--- config.mk ---
export PLATFORM = sky130hd
export DESIGN_NAME = gen_fip_sign_vec_width_conv_seq_flat
export DESIGN_NICKNAME = d
export VERILOG_FILES = /design/src/rtl/gen_fip_sign_vec_width_conv_seq_if.sv /design/src/rtl/gen_fip_sign_vec_width_conv_seq.sv /design/src/flat_wrapper.sv
export SDC_FILE = /design/constraint.sdc
export NUM_CORES = 1
export LEC_CHECK = 0
export ABC_AREA = 1
export BUFFER_PORTS_ARGS = -buffer_cell sky130_fd_sc_hd__buf_4
export CORE_UTILIZATION = 40
export CTS_BUF_LIST = sky130_fd_sc_hd__clkbuf_16
export DETAILED_ROUTE_END_ITERATION = 7
export RECOVER_POWER = 100
export SLEW_MARGIN = 5
export SYNTH_ARGS = -nofsm -noshare
export SYNTH_HDL_FRONTEND = slang
export SYNTH_SLANG_ARGS = --single-unit
--- constraint.sdc ---
create_clock -name clk -period 18.5 [get_ports clk]
set_clock_uncertainty 0.05 [all_clocks]
set_input_delay 3.7 -clock clk [delete_from_list [all_inputs] [get_ports clk]]
set_output_delay 3.7 -clock clk [all_outputs]
set_load 0.02 [all_outputs]
--- src/rtl/gen_fip_sign_vec_width_conv_seq_if.sv ---
// Bus bundle for the signed fixed-point vector width converter.
// The initiator drives start and the packed vector; the converter answers.
interface gen_fip_sign_vec_width_conv_seq_if #(
    parameter int IN_NUM_W  = 17,
    parameter int OUT_NUM_W = 14,
    parameter int VEC_LEN   = 8,
    parameter int IDX_W     = $clog2(VEC_LEN)
);
    logic                         i_start_pls;
    logic [VEC_LEN*IN_NUM_W-1:0]  i_vec;
    logic                         o_busy;
    logic                         o_done_pls;
    logic [VEC_LEN*OUT_NUM_W-1:0] o_vec;
    logic [VEC_LEN-1:0]           o_sat_flags;
    logic [IDX_W:0]               o_sat_cnt;

    modport master (
        output i_start_pls,
        output i_vec,
        input  o_busy,
        input  o_done_pls,
        input  o_vec,
        input  o_sat_flags,
        input  o_sat_cnt
    );

    modport slave (
        input  i_start_pls,
        input  i_vec,
        output o_busy,
        output o_done_pls,
        output o_vec,
        output o_sat_flags,
        output o_sat_cnt
    );
endinterface

--- src/rtl/gen_fip_sign_vec_width_conv_seq.sv ---
// Sequential signed fixed-point vector width converter.
// One element per cycle, round half toward +inf, saturating.
module gen_fip_sign_vec_width_conv_seq #(
    parameter  int IN_NUM_INT_W    = 6,
    parameter  int IN_NUM_FRACT_W  = 11,
    parameter  int OUT_NUM_INT_W   = 4,
    parameter  int OUT_NUM_FRACT_W = 10,
    parameter  int VEC_LEN         = 8,
    localparam int IN_NUM_W        = IN_NUM_INT_W + IN_NUM_FRACT_W,
    localparam int OUT_NUM_W       = OUT_NUM_INT_W + OUT_NUM_FRACT_W,
    localparam int IDX_W           = $clog2(VEC_LEN)
) (
    input logic clk,
    input logic rst,
    gen_fip_sign_vec_width_conv_seq_if.slave bus
);

    localparam int D     = IN_NUM_FRACT_W - OUT_NUM_FRACT_W;
    localparam int WIDEN = (D < 0) ? -D : 0;
    localparam int MAXW  = (IN_NUM_W > OUT_NUM_W) ? IN_NUM_W : OUT_NUM_W;
    localparam int WW    = MAXW + WIDEN + 2;
    localparam int CW    = IDX_W + 1;
    localparam int IV_W  = VEC_LEN * IN_NUM_W;
    localparam int OV_W  = VEC_LEN * OUT_NUM_W;

    localparam logic signed [WW-1:0] MAXV =
        {{(WW-OUT_NUM_W+1){1'b0}}, {(OUT_NUM_W-1){1'b1}}};
    localparam logic signed [WW-1:0] MINV =
        {{(WW-OUT_NUM_W+1){1'b1}}, {(OUT_NUM_W-1){1'b0}}};
    localparam logic [IDX_W-1:0] LAST = IDX_W'(VEC_LEN - 1);

    typedef enum logic [1:0] {
        IDLE,
        CONV,
        DONE
    } state_t;

    state_t             state_q, state_d;
    logic [IDX_W-1:0]   idx_q, idx_d;
    logic [IV_W-1:0]    cap_q, cap_d;
    logic [OV_W-1:0]    work_q, work_d;
    logic [VEC_LEN-1:0] flg_q, flg_d;
    logic [CW-1:0]      cnt_q, cnt_d;
    logic               busy_q, busy_d;
    logic               done_q, done_d;
    logic [OV_W-1:0]    ovec_q, ovec_d;
    logic [VEC_LEN-1:0] osat_q, osat_d;
    logic [CW-1:0]      ocnt_q, ocnt_d;

    logic [IN_NUM_W-1:0]  cur;
    logic signed [WW-1:0] ext;
    logic signed [WW-1:0] scaled;
    logic [OUT_NUM_W-1:0] elem_res;
    logic                 elem_sat;

    assign cur = cap_q[int'(idx_q)*IN_NUM_W +: IN_NUM_W];
    assign ext = {{(WW-IN_NUM_W){cur[IN_NUM_W-1]}}, cur};

    // Align the binary point; narrowing adds the first dropped bit.
    generate
        if (D > 0) begin : g_narrow
            logic signed [WW-1:0] shr;
            assign shr    = ext >>> D;
            assign scaled = shr + $signed({{(WW-1){1'b0}}, cur[D-1]});
        end else if (D < 0) begin : g_widen
            assign scaled = ext <<< WIDEN;
        end else begin : g_same
            assign scaled = ext;
        end
    endgenerate

    // Clamp the aligned value into the output range.
    always_comb begin
        elem_sat = 1'b0;
        elem_res = scaled[OUT_NUM_W-1:0];
        if (scaled > MAXV) begin
            elem_sat = 1'b1;
            elem_res = MAXV[OUT_NUM_W-1:0];
        end else if (scaled < MINV) begin
            elem_sat = 1'b1;
            elem_res = MINV[OUT_NUM_W-1:0];
        end
    end

    // Next-state and datapath updates for IDLE/CONV/DONE.
    always_comb begin
        state_d = state_q;
        idx_d   = idx_q;
        cap_d   = cap_q;
        work_d  = work_q;
        flg_d   = flg_q;
        cnt_d   = cnt_q;
        ovec_d  = ovec_q;
        osat_d  = osat_q;
        ocnt_d  = ocnt_q;
        unique case (state_q)
            IDLE: begin
                if (bus.i_start_pls) begin
                    cap_d   = bus.i_vec;
                    work_d  = '0;
                    flg_d   = '0;
                    cnt_d   = '0;
                    idx_d   = '0;
                    state_d = CONV;
                end
            end
            CONV: begin
                work_d[int'(idx_q)*OUT_NUM_W +: OUT_NUM_W] = elem_res;
                flg_d[idx_q] = elem_sat;
                if (elem_sat) begin
                    cnt_d = cnt_q + CW'(1);
                end
                if (idx_q == LAST) begin
                    // Publish on entry to DONE so outputs ride with the pulse.
                    idx_d   = '0;
                    ovec_d  = work_d;
                    osat_d  = flg_d;
                    ocnt_d  = cnt_d;
                    state_d = DONE;
                end else begin
                    idx_d = idx_q + IDX_W'(1);
                end
            end
            DONE: begin
                state_d = IDLE;
            end
            default: begin
                state_d = IDLE;
            end
        endcase
        busy_d = (state_d != IDLE);
        done_d = (state_d == DONE);
    end

    // State and registered outputs.
    always_ff @(posedge clk or posedge rst) begin
        if (rst) begin
            state_q <= IDLE;
            idx_q   <= '0;
            cap_q   <= '0;
            work_q  <= '0;
            flg_q   <= '0;
            cnt_q   <= '0;
            busy_q  <= 1'b0;
            done_q  <= 1'b0;
            ovec_q  <= '0;
            osat_q  <= '0;
            ocnt_q  <= '0;
        end else begin
            state_q <= state_d;
            idx_q   <= idx_d;
            cap_q   <= cap_d;
            work_q  <= work_d;
            flg_q   <= flg_d;
            cnt_q   <= cnt_d;
            busy_q  <= busy_d;
            done_q  <= done_d;
            ovec_q  <= ovec_d;
            osat_q  <= osat_d;
            ocnt_q  <= ocnt_d;
        end
    end

    assign bus.o_busy      = busy_q;
    assign bus.o_done_pls  = done_q;
    assign bus.o_vec       = ovec_q;
    assign bus.o_sat_flags = osat_q;
    assign bus.o_sat_cnt   = ocnt_q;

endmodule
--- src/flat_wrapper.sv ---
// flat-port wrapper written by rule: the top's interface ports become plain ports
module gen_fip_sign_vec_width_conv_seq_flat 
#(
    parameter  int IN_NUM_INT_W    = 6,
    parameter  int IN_NUM_FRACT_W  = 11,
    parameter  int OUT_NUM_INT_W   = 4,
    parameter  int OUT_NUM_FRACT_W = 10,
    parameter  int VEC_LEN         = 8,
    localparam int IN_NUM_W        = IN_NUM_INT_W + IN_NUM_FRACT_W,
    localparam int OUT_NUM_W       = OUT_NUM_INT_W + OUT_NUM_FRACT_W,
    localparam int IDX_W           = $clog2(VEC_LEN)
)
  (clk, rst, bus_i_start_pls, bus_i_vec, bus_o_busy, bus_o_done_pls, bus_o_vec, bus_o_sat_flags, bus_o_sat_cnt);
  gen_fip_sign_vec_width_conv_seq_if #(.VEC_LEN(VEC_LEN)) bus_i ();
  input logic clk;
  input logic rst;
  input wire logic [$bits(bus_i.i_start_pls)-1:0] bus_i_start_pls;
  input wire logic [$bits(bus_i.i_vec)-1:0] bus_i_vec;
  output wire logic [$bits(bus_i.o_busy)-1:0] bus_o_busy;
  output wire logic [$bits(bus_i.o_done_pls)-1:0] bus_o_done_pls;
  output wire logic [$bits(bus_i.o_vec)-1:0] bus_o_vec;
  output wire logic [$bits(bus_i.o_sat_flags)-1:0] bus_o_sat_flags;
  output wire logic [$bits(bus_i.o_sat_cnt)-1:0] bus_o_sat_cnt;
  assign bus_i.i_start_pls = bus_i_start_pls;
  assign bus_i.i_vec = bus_i_vec;
  assign bus_o_busy = bus_i.o_busy;
  assign bus_o_done_pls = bus_i.o_done_pls;
  assign bus_o_vec = bus_i.o_vec;
  assign bus_o_sat_flags = bus_i.o_sat_flags;
  assign bus_o_sat_cnt = bus_i.o_sat_cnt;
  gen_fip_sign_vec_width_conv_seq #(.IN_NUM_INT_W(IN_NUM_INT_W), .IN_NUM_FRACT_W(IN_NUM_FRACT_W), .OUT_NUM_INT_W(OUT_NUM_INT_W), .OUT_NUM_FRACT_W(OUT_NUM_FRACT_W), .VEC_LEN(VEC_LEN)) u_core (.clk(clk), .rst(rst), .bus(bus_i));
endmodule
==> After elaboration in Yosys (flattened, before gate mapping) <==
Index checks and enable logic that the tools add are counted.
{ "word_totals": {"ff_bits": 391, "inputBits": 139, "out_inout_bits": 126} }
{ "op_classes": {"reduce_logical": 7, "add_sub_neg": 4, "magnitude_cmp": 4, "n_shift": 3, "multipliers": 2, "mux": 21, "n_eq_ne": 4} }
{ "ops": {"columns": ["cell", "n"], "rows": [
  ["one-hot mux 112 bit (2 select lines)", 1],
  ["variable part select 136 x 9 -> 17 bit", 1],
  ["bitwise mux 112 bit", 1],
  ["2-to-1 mux 112 bit", 1],
  ["variable shift 14 x 33 -> 112 bit (first input constant)", 1],
  ["variable part select 14 x 33 -> 112 bit", 1],
  ["negator 32 -> 33 bit", 1],
  ["2-to-1 mux 14 bit", 2],
  ["greater-than comparator 19 x 14 -> 1 bit (second input constant)", 1],
  ["less-than comparator 19 x 14 -> 1 bit (second input constant)", 1],
  ["adder 16 x 2 -> 17 bit", 1],
  ["one-hot mux 8 bit (2 select lines)", 1],
  ["bitwise mux 8 bit", 1],
  ["multiplier 3 x 5 -> 8 bit (second input constant)", 1],
  ["2-to-1 mux 4 bit", 2],
  ["2-to-1 mux 8 bit", 1],
  ["one-hot mux 4 bit (2 select lines)", 1],
  ["multiplier 3 x 3 -> 6 bit (second input constant)", 1],
  ["2-to-1 mux 3 bit", 2],
  ["one-hot mux 3 bit (2 select lines)", 1],
  ["AND reduction 2 bit", 3],
  ["adder 4 x 1 -> 4 bit (second input constant)", 1],
  ["less-than comparator 3 x 4 -> 1 bit (second input constant)", 1],
  ["2-to-1 mux 2 bit", 2],
  ["other kinds (12)", 15]
]} }

==> Logic depth before layout (Yosys ltp) <==
Gate-level depths: netlist of the first run.
{ "logic_depth": {"word_depth": 9, "depth_mapped": 35} }

==> Worst setup path before layout of the first run <==
Ideal clock, no wire load.
{ "synth_path": {"path_kind": "in2reg", "from": "in bus_i_start_pls", "to": "reg u_core.cap_q[80]", "t_arrival_ns": 4.754, "path_buffers": 3, "stages": 6, "required_time_ns": 18.317, "setup_ns": 0.133, "path_slack_ns": 13.564, "path_cell_list": "nand3_1 > inv_1 > clkbuf_1 > clkbuf_1 > clkbuf_1 > o21ai_0"} }
{ "synth_between": {"elab_chain_cells": 1} }
{ "synth_rtl": {"columns": ["item", "line_no", "text"], "rows": [
  ["from (decl)", "flat_wrapper.sv:17", "input wire logic [$bits(bus_i.i_start_pls)-1:0] bus_i_start_pls;"],
  ["AND reduction 2 bit (no line)", null, null],
  ["to (signal assigned)", "gen_fip_sign_vec_width_conv_seq.sv:152", "cap_q <= cap_d;"],
  ["to (decl)", "gen_fip_sign_vec_width_conv_seq.sv:40", "logic [IV_W-1:0] cap_q, cap_d;"]
]} }
Every way passes these cells.
A chain may end at the register's enable or synchronous reset.

==> Worst setup path after layout of the first run <==
{ "layout_path": {"from": "in bus_i_start_pls", "to": "reg u_core.work_q[17]"} }
{ "layout_between": {"elab_chain_cells": 2} }
{ "layout_rtl": {"columns": ["item", "line_no", "text"], "rows": [
  ["inequality test 2 bit (no line)", null, null],
  ["AND reduction 2 bit (no line)", null, null],
  ["to (signal assigned)", "gen_fip_sign_vec_width_conv_seq.sv:153", "work_q <= work_d;"],
  ["to (decl)", "gen_fip_sign_vec_width_conv_seq.sv:41", "logic [OV_W-1:0] work_q, work_d;"]
]} }
Every way passes these cells.

==> results of run 1 <==
[worst max-delay path, cell delays in order]
cell and delay (ps):
clkbuf_4 110, nand3_1 940, clkinvlp_2 3510, nor2_4 760, buf_4 750, clkinv_1 150
clkbuf_1 830, o21ai_0 490
[state kept, by name (all words and copies together), names as in the netlist]
signal / cells
u_core.bus.o_busy: 1
u_core.bus.o_done_pls: 1
u_core.bus.o_sat_cnt: 4
u_core.bus.o_sat_flags: 8
u_core.bus.o_vec: 112
u_core.cap_q: 136
u_core.cnt_q: 4
u_core.flg_q: 8
u_core.idx_q: 3
u_core.state_q: 2
u_core.work_q: 112
[cell type report]
cell class                 instances  area, sq um
antenna                            4         10.0
clock buffer                      45         1130
clock inverter                    36          307
fill                            5149        26600
inverter                         227          863
multi-input combinational       1989         8970
sequential                       391         9790
tap                              672          841
timing repair buffer             288         1660
[layer usage]
metal	part of all wire, %	global-route usage (%)	vias to the layer above
li1	-	-	9110
met5	0	0	-
met2	46	40.1	608
met3	6.4	3.75	86
met1	45	35.2	8978
met4	2.6	8.64	0
[kinds of logic (layout without fill, tap and decap cells)]
logic type	Yosys count	count (layout)	synth area share [%]
buffers and inverters	375	596	7.70
muxes	1	1	0.0491
other	0	4	0
and+or+nand+nor	1571	1571	32.3
xor gates and xnor gates	13	13	0.559
adders and majority gates	20	20	1.34
AOI/OAI and AO/OA	384	384	10.1
DFF	391	391	48.0
[final timing paths]
kind	from	end	slack [ps]	cells after the start
min in group asynchronous	rst	u_core.bus.o_vec[109]	4720	2
max in group asynchronous	rst	u_core.bus.o_vec[74]	8100	3
max reg2reg	u_core.idx_q[0]	u_core.bus.o_vec[95]	9210	21
min reg2reg	u_core.work_q[29]	u_core.work_q[29]	420	2
max	bus_i_start_pls	u_core.work_q[17]	7470	8
min	u_core.work_q[29]	u_core.work_q[29]	420	2
[cell usage after synthesis, types with 2 or more instances]
library cell | n | share of area [%]
fa_1 | 3 | 0.29
o211ai_1 | 15 | 0.55
clkinv_1 | 3 | 0.055
xor2_1 | 11 | 0.47
o211ai_2 | 3 | 0.18
xnor2_1 | 2 | 0.086
nor2_1 | 158 | 2.9
inv_1 | 212 | 3.9
or2_2 | 39 | 1.2
a31oi_1 | 3 | 0.092
nand2_4 | 2 | 0.11
nand2_1 | 1038 | 19
o21bai_1 | 6 | 0.22
nand3_1 | 269 | 6.6
nor2_4 | 3 | 0.17
o2111ai_1 | 2 | 0.086
o21ai_1 | 75 | 1.8
nand3_2 | 9 | 0.44
nor3_1 | 4 | 0.098
buf_2 | 21 | 0.52
nor2_2 | 9 | 0.28
clkbuf_1 | 97 | 1.8
o21ai_0 | 206 | 5.1
nand4_1 | 11 | 0.34
buf_4 | 7 | 0.26
dfrtp_1 | 391 | 48
o21ai_2 | 3 | 0.13
inv_2 | 10 | 0.18
o31ai_1 | 3 | 0.11
a21oi_1 | 57 | 1.4
buf_1 | 10 | 0.18
nand3_4 | 2 | 0.17
ha_1 | 17 | 1.0
nand2_2 | 25 | 0.77
o22ai_1 | 5 | 0.15
buf_6 | 12 | 0.66
[stage by stage]
step / instances / instance area (sq um) / setup WS [ps] / hold slack, ps
CTS: 3648 / 24200 / 12270 / 424
detailed placement: 3567 / 22700 / 11670 / 410
finish: 3652 / 23600 / 7470 / 422
floorplan: 2755 / 20400 / 3880 / 392
global placement: 3567 / 22700 / 11750 / 404
global route: 3651 / 23600 / 6570 / 442
==> results.json, run 1 <==
{
  "synth_nets": 2914,
  "synth.cell_area_sq_mm": 0.0204,
  "fp.dieH_um": 228,
  "routed_wl_um": 65600,
  "first_iter_violations": 1731,
  "io_buffers": 264,
  "avgSynthCellArea_sq_um": 7.40,
  "status": "complete, but fails checks",
  "coreArea_sq_mm": 0.0502,
  "start_kind": "primary input",
  "period_share_pct": 59.6,
  "synth_edf_count": 0,
  "grt_pass1_vias": 18330,
  "end_kind": "flop",
  "drc": 0,
  "crit_arrival_ps": 11450,
  "cts_resized": 0,
  "final_core_utilization_pct": 47.0,
  "fmax_mhz": 90.6,
  "clk_latency_ps": 590,
  "htreeDepth": 2,
  "wl_per_cell_um": 18.0,
  "max_slew_margin_pct": -266,
  "drive_above_1_share_pct": 10.6,
  "drt_first_pass_iters": 5,
  "ys_async_sr_fraction_pct": 100,
  "clock-sinks": 391,
  "antenna_found_initial": 4,
  "min_path_type": "reg2reg",
  "ys_types": 48,
  "area_delta_synth_final_pct": 15.6,
  "violations": "capacitance limit, slew limit",
  "num_rows": 82,
  "final_common_cell": "nand2_1",
  "cts_tree": "done",
  "period_needed_ps": 11030,
  "nNetsFinal": 3100,
  "ys_warn_count": 0,
  "io_pins": 265,
  "synth_seq_area_share_pct": 48.0,
  "ys.flop_type": "dfrtp_1",
  "critical_path_class": "in2reg",
  "setup_violations": 0,
  "most-common-layout-cells": "1043 x nand2_1, 390 x dfrtp_1, 274 x o21ai_0, 273 x nand3_1, 217 x inv_1",
  "ant_nets": 0,
  "worstPathRequired_ps": 18920,
  "vias": 18782,
  "via_per_inst": 5.14,
  "critPathMaxFanout": 135,
  "finalSetupTns_ps": 0,
  "grt_overflow": 0,
  "grt_usage_pct": 25.2,
  "clockRootBuffer": "clkbuf_16",
  "initial_core_util_pct": 40.6,
  "cts_setup_buffers": 0,
  "maxCapViolCount": 11,
  "hpwl_um": 46000,
  "finalHoldViolCount": 0,
  "path_clk_slew_ps": 60,
  "synth-seq-cells": 391,
  "grt_pass1_wl_um": 104000,
  "tightest_slew_ps": 5490,
  "report.final.slew_viol_count": 756,
  "cts_made_buffers": 44,
  "grt_max_degree": 136,
  "die_x_um": 228,
  "dieArea_sq_mm": 0.0519,
  "cts_buffer_depth": 3,
  "gp_congestion": 0.930,
  "rsz0062_at_grt": "false",
  "syn_inst": 2755,
  "hold_buffers": 0
}
Power of run 1 is not shown: default switching activity piles up to over one toggle a cycle in this logic, so the estimate is an artifact.
==> run 2, diff against run 1 <==
==> constraint.sdc (replaced) <==
create_clock -name clk -period 10.58 [get_ports clk]
set_clock_uncertainty 0.05 [all_clocks]
set_input_delay 2.116 -clock clk [delete_from_list [all_inputs] [get_ports clk]]
set_output_delay 2.116 -clock clk [all_outputs]
set_load 0.02 [all_outputs]
==> results.json, run 2 (synthesis gave the netlist of run 1 again) <==
{
  "maxCapViolCount": 10,
  "period_share_pct": 74.3,
  "largest_reg_flops": 136,
  "drt_first_pass_iters": 5,
  "placed_area_sq_mm": 0.0227,
  "grt_usage_pct": 26.1,
  "grt_pass1_vias": 18524,
  "clockRootBuffer": "clkbuf_16",
  "cts_tree": "done",
  "cts_made_buffers": 44,
  "area_delta_synth_final_pct": 15.0,
  "cts_resized": 0,
  "drive_above_1_share_pct": 10.4,
  "clk_latency_ps": 580,
  "crit_arrival_ps": 8320,
  "worstPathRequired_ps": 11040,
  "grt_max_degree": 171,
  "start_kind": "flop",
  "clock-sinks": 391,
  "rsz0062_at_grt": "false",
  "gp_congestion": 0.930,
  "cts_setup_buffers": 0,
  "die_x_um": 228,
  "tightest_slew_ps": 4360,
  "via_per_inst": 5.17,
  "final_common_cell": "nand2_1",
  "vias": 18828,
  "hold_buffers": 0,
  "fp.dieH_um": 228,
  "coreArea_sq_mm": 0.0502,
  "htreeDepth": 2,
  "io_pins": 265,
  "most-common-layout-cells": "1041 x nand2_1, 390 x dfrtp_1, 276 x o21ai_0, 272 x nand3_1, 216 x inv_1",
  "hpwl_um": 47400,
  "first_iter_violations": 1725,
  "io_buffers": 264,
  "path_clk_slew_ps": 70,
  "drc": 0,
  "antenna_cells": 0,
  "finalHoldViolCount": 0,
  "dieArea_sq_mm": 0.0519,
  "violations": "capacitance limit, slew limit",
  "routed_wl_um": 67500,
  "regArea_sq_mm": 0.00979,
  "nFillCells": 5163,
  "wl_per_cell_um": 18.5,
  "fin_hold_ws_ps": 423,
  "max_slew_margin_pct": -191,
  "num_rows": 82,
  "min_path_type": "reg2reg",
  "end_kind": "flop",
  "critical_path_class": "reg2reg",
  "ant_nets": 0,
  "report.final.slew_viol_count": 677,
  "final_area_sq_mm": 0.0234,
  "grt_overflow": 0,
  "final_core_utilization_pct": 46.7,
  "antenna_found_initial": 0,
  "grt_pass1_wl_um": 107000,
  "largest_register": "u_core.cap_q",
  "finalSetupTns_ps": 0,
  "period_needed_ps": 7860,
  "fmax_mhz": 127,
  "nNetsFinal": 3097,
  "multi_input_area_sq_mm": 0.00897,
  "cts_buffer_depth": 3,
  "initial_core_util_pct": 40.6,
  "status": "complete, but fails checks",
  "setup_violations": 0,
  "critPathMaxFanout": 73
}
## run 2: cell count changes in the layout (fill, tap and decap cells not counted), moves of 2 or more
cell,before,now
clkinv_2,6,4
nor2_4,5,3
clkinv_1,15,18
nor2_1,156,158
diode_2,4,0
o21ai_1,10,8
bufinv_16,5,1
buf_4,153,151
nand2_2,20,22
inv_2,8,5
nand2_1,1043,1041
clkinvlp_4,5,7
o21ai_0,274,276
## run 2: layout make-up
class	count	share of cell area, %
Inverter	227	3.70
Clock inverter	31	0.827
Timing Repair Buffer	285	7.00
Clock buffer	46	4.91
Multi-Input combinational cell	1989	38.2
Sequential cell	391	41.7
Tap cell	672	3.59
## run 2: worst max-delay path, stage by stage (launching register included)
cell,delay (ps)
dfrtp_1,1840
inv_6,660
ha_1,860
nor3_1,110
nand2_1,190
nor2_1,90
ha_1,280
buf_4,300
inv_1,150
clkbuf_1,400
nor2_1,500
clkinv_1,670
nor2_1,350
inv_1,130
nor2_1,460
a21oi_1,190
a21oi_1,160
nand2_1,70
nand2_1,70
nand2_1,50
nand2_1,120
## run 2: path summary, 6_finish.rpt
| check | from | to | slack (ps) | cells after the start |
|---|---|---|---|---|
| max | u_core.idx_q[0] | u_core.bus.o_vec[69] | 2720 | 20 |
| min | u_core.work_q[49] | u_core.work_q[49] | 420 | 2 |
| max reg2reg | u_core.idx_q[0] | u_core.bus.o_vec[69] | 2720 | 20 |
| min reg2reg | u_core.work_q[49] | u_core.work_q[49] | 420 | 2 |
| max in group asynchronous | rst | u_core.idx_q[1] | 3120 | 3 |
| min in group asynchronous | rst | u_core.bus.o_vec[108] | 2050 | 2 |
## run 2: layer usage
metal	wire (um)	up-vias	track usage [%]
met1	31400	9073	37.2
met2	30900	550	41.3
met5	0	-	0
met3	3350	102	3.19
li1	-	9103	-
met4	1820	0	8.11
## run 2: per-stage QoR
stage,cells,setup slack (ps)
2_1_floorplan,2755,3150
3_3_place_gp,3564,4760
3_5_place_dp,3564,4520
4_1_cts,3641,4480
5_1_grt,3641,2010
6_report,3641,2720
Power of run 2 is left out for the same reason.
==> run 3, diff against run 2 <==
==> constraint.sdc (replaced) <==
create_clock -name clk -period 6.56 [get_ports clk]
set_clock_uncertainty 0.05 [all_clocks]
set_input_delay 1.312 -clock clk [delete_from_list [all_inputs] [get_ports clk]]
set_output_delay 1.312 -clock clk [all_outputs]
set_load 0.02 [all_outputs]
==> results.json, run 3 (synthesis gave the netlist of run 1 again) <==
{
  "reg2reg_depth": 19,
  "nNetsFinal": 3109,
  "rsz0062_at_grt": "false",
  "critPathMaxFanout": 52,
  "io_pins": 265,
  "clk_latency_ps": 590,
  "final_common_cell": "nand2_1",
  "vias": 18979,
  "grt_usage_pct": 26.7,
  "regToRegEndpoint": "u_core.bus.o_vec[56]",
  "hpwl_um": 48700,
  "clockRootBuffer": "clkbuf_16",
  "coreArea_sq_mm": 0.0502,
  "report.final.slew_viol_count": 673,
  "worstPathRequired_ps": 6970,
  "worstReg2RegStart": "u_core.idx_q[0]",
  "hold_buffers": 0,
  "via_per_inst": 5.19,
  "cts_buffer_depth": 3,
  "gp_congestion": 0.955,
  "finalHoldViolCount": 0,
  "max_slew_margin_pct": -174,
  "most-common-layout-cells": "1040 x nand2_1, 389 x dfrtp_1, 270 x nand3_1, 269 x o21ai_0, 218 x inv_1",
  "antenna_found_initial": 1,
  "end_kind": "flop",
  "grt_overflow": 0,
  "nFillCells": 5098,
  "ant_nets": 0,
  "violations": "capacitance limit, slew limit",
  "routed_wl_um": 69200,
  "largest_reg_flops": 136,
  "drc": 0,
  "clock-sinks": 391,
  "path_clk_slew_ps": 60,
  "grt_pass1_wl_um": 109000,
  "cts_resized": 0,
  "start_kind": "flop",
  "gr-max-usage-layer": "met2",
  "cts_made_buffers": 45,
  "reg2reg_slack_ps": 1110,
  "status": "complete, but fails checks",
  "io_buffers": 264,
  "drt_first_pass_iters": 7,
  "num_rows": 82,
  "placed_area_sq_mm": 0.0228,
  "first_iter_violations": 1577,
  "htreeDepth": 2,
  "dieArea_sq_mm": 0.0519,
  "grt_pass1_vias": 18689,
  "initial_core_util_pct": 40.6,
  "grt_use_met2_pct": 42.5,
  "final_area_sq_mm": 0.0237,
  "met1_usage_pct": 38.6,
  "drive_above_1_share_pct": 11.3,
  "critPathLaunch": "u_core.idx_q[0]",
  "grt_max_degree": 158,
  "largest_register": "u_core.cap_q",
  "crit_path_end": "u_core.bus.o_vec[56]",
  "fp.dieH_um": 228,
  "tightest_slew_ps": 4110,
  "wl_per_cell_um": 18.9,
  "crit_arrival_ps": 5860,
  "period_share_pct": 83.0,
  "period_needed_ps": 5450,
  "cts_tree": "done",
  "cts_setup_buffers": 0,
  "critical_path_class": "reg2reg",
  "setup_violations": 0,
  "min_path_type": "reg2reg",
  "maxCapViolCount": 9,
  "die_x_um": 228,
  "fmax_mhz": 184,
  "area_delta_synth_final_pct": 16.3,
  "use_met3_pct": 3.20
}
[run 3: cell count changes in the layout (fill, tap and decap cells not counted), moves of 3 or more]
cell	previous run	this run
clkbuf_2	1	6
buf_4	151	158
clkinvlp_4	7	3
o21ai_1	8	14
clkinv_1	18	14
o21ai_0	276	269
clkinv_2	4	7
bufinv_16	1	5
[run 3: per-layer routing]
metal  vias up  routed length [um]
met2       604               32000
met4         0                1370
met3        94                3780
li1       9135                   -
met5         -                   0
met1      9146               32100
[run 3: through the flow]
step                TNS (ps)  setup WS, ps  util [%]  hold WS [ps]  cells
global placement           0          1700      45.5           404   3575
finish                     0          1110      47.3           420   3660
CTS                        0          1530      48.4           425   3659
global route               0           571      47.3           443   3660
floorplan             -24200         -61.9         -           392   2755
detailed placement         0          1520      45.5           409   3575
[run 3: cell type report]
cell class                      instances  area [sq um]  area share [%]
Sequential cell                       391          9790            41.3
Clock inverter                         37           314            1.32
Clock buffer                           47          1180            4.96
Antenna cell                            1          2.50          0.0106
Timing Repair Buffer                  296          1720            7.23
Tap cell                              672           841            3.55
Inverter                              227           868            3.66
Multi-Input combinational cell       1989          9010            38.0
[run 3: critical path, stage by stage, from the launching register on]
cell and delay [ps]:
dfrtp_4 720, clkbuf_2 850, o21ai_0 240, a31oi_1 220
ha_1 230, ha_1 220, nand3_2 120, inv_1 90
nand2_2 90, nor2_4 100, nand2_1 70, nand2_1 170
nand2_1 390, a21oi_1 690, nand2_1 170, nand2_1 260
nand3_1 170, nand3_1 130, nand3_1 130, o21ai_0 180
[run 3: worst min path at each step]
stage | from | to | slack [ps] | cells past startpoint
finish | u_core.work_q[57] | u_core.work_q[57] | 420 | 2
global route | u_core.cap_q[83] | u_core.cap_q[83] | 440 | 2
CTS | u_core.work_q[39] | u_core.work_q[39] | 420 | 2
detailed placement | u_core.work_q[6] | u_core.work_q[6] | 410 | 2
global placement | u_core.work_q[15] | u_core.work_q[15] | 400 | 2
floorplan | u_core.work_q[100] | u_core.work_q[100] | 390 | 2
Power of run 3 is left out for the same reason.
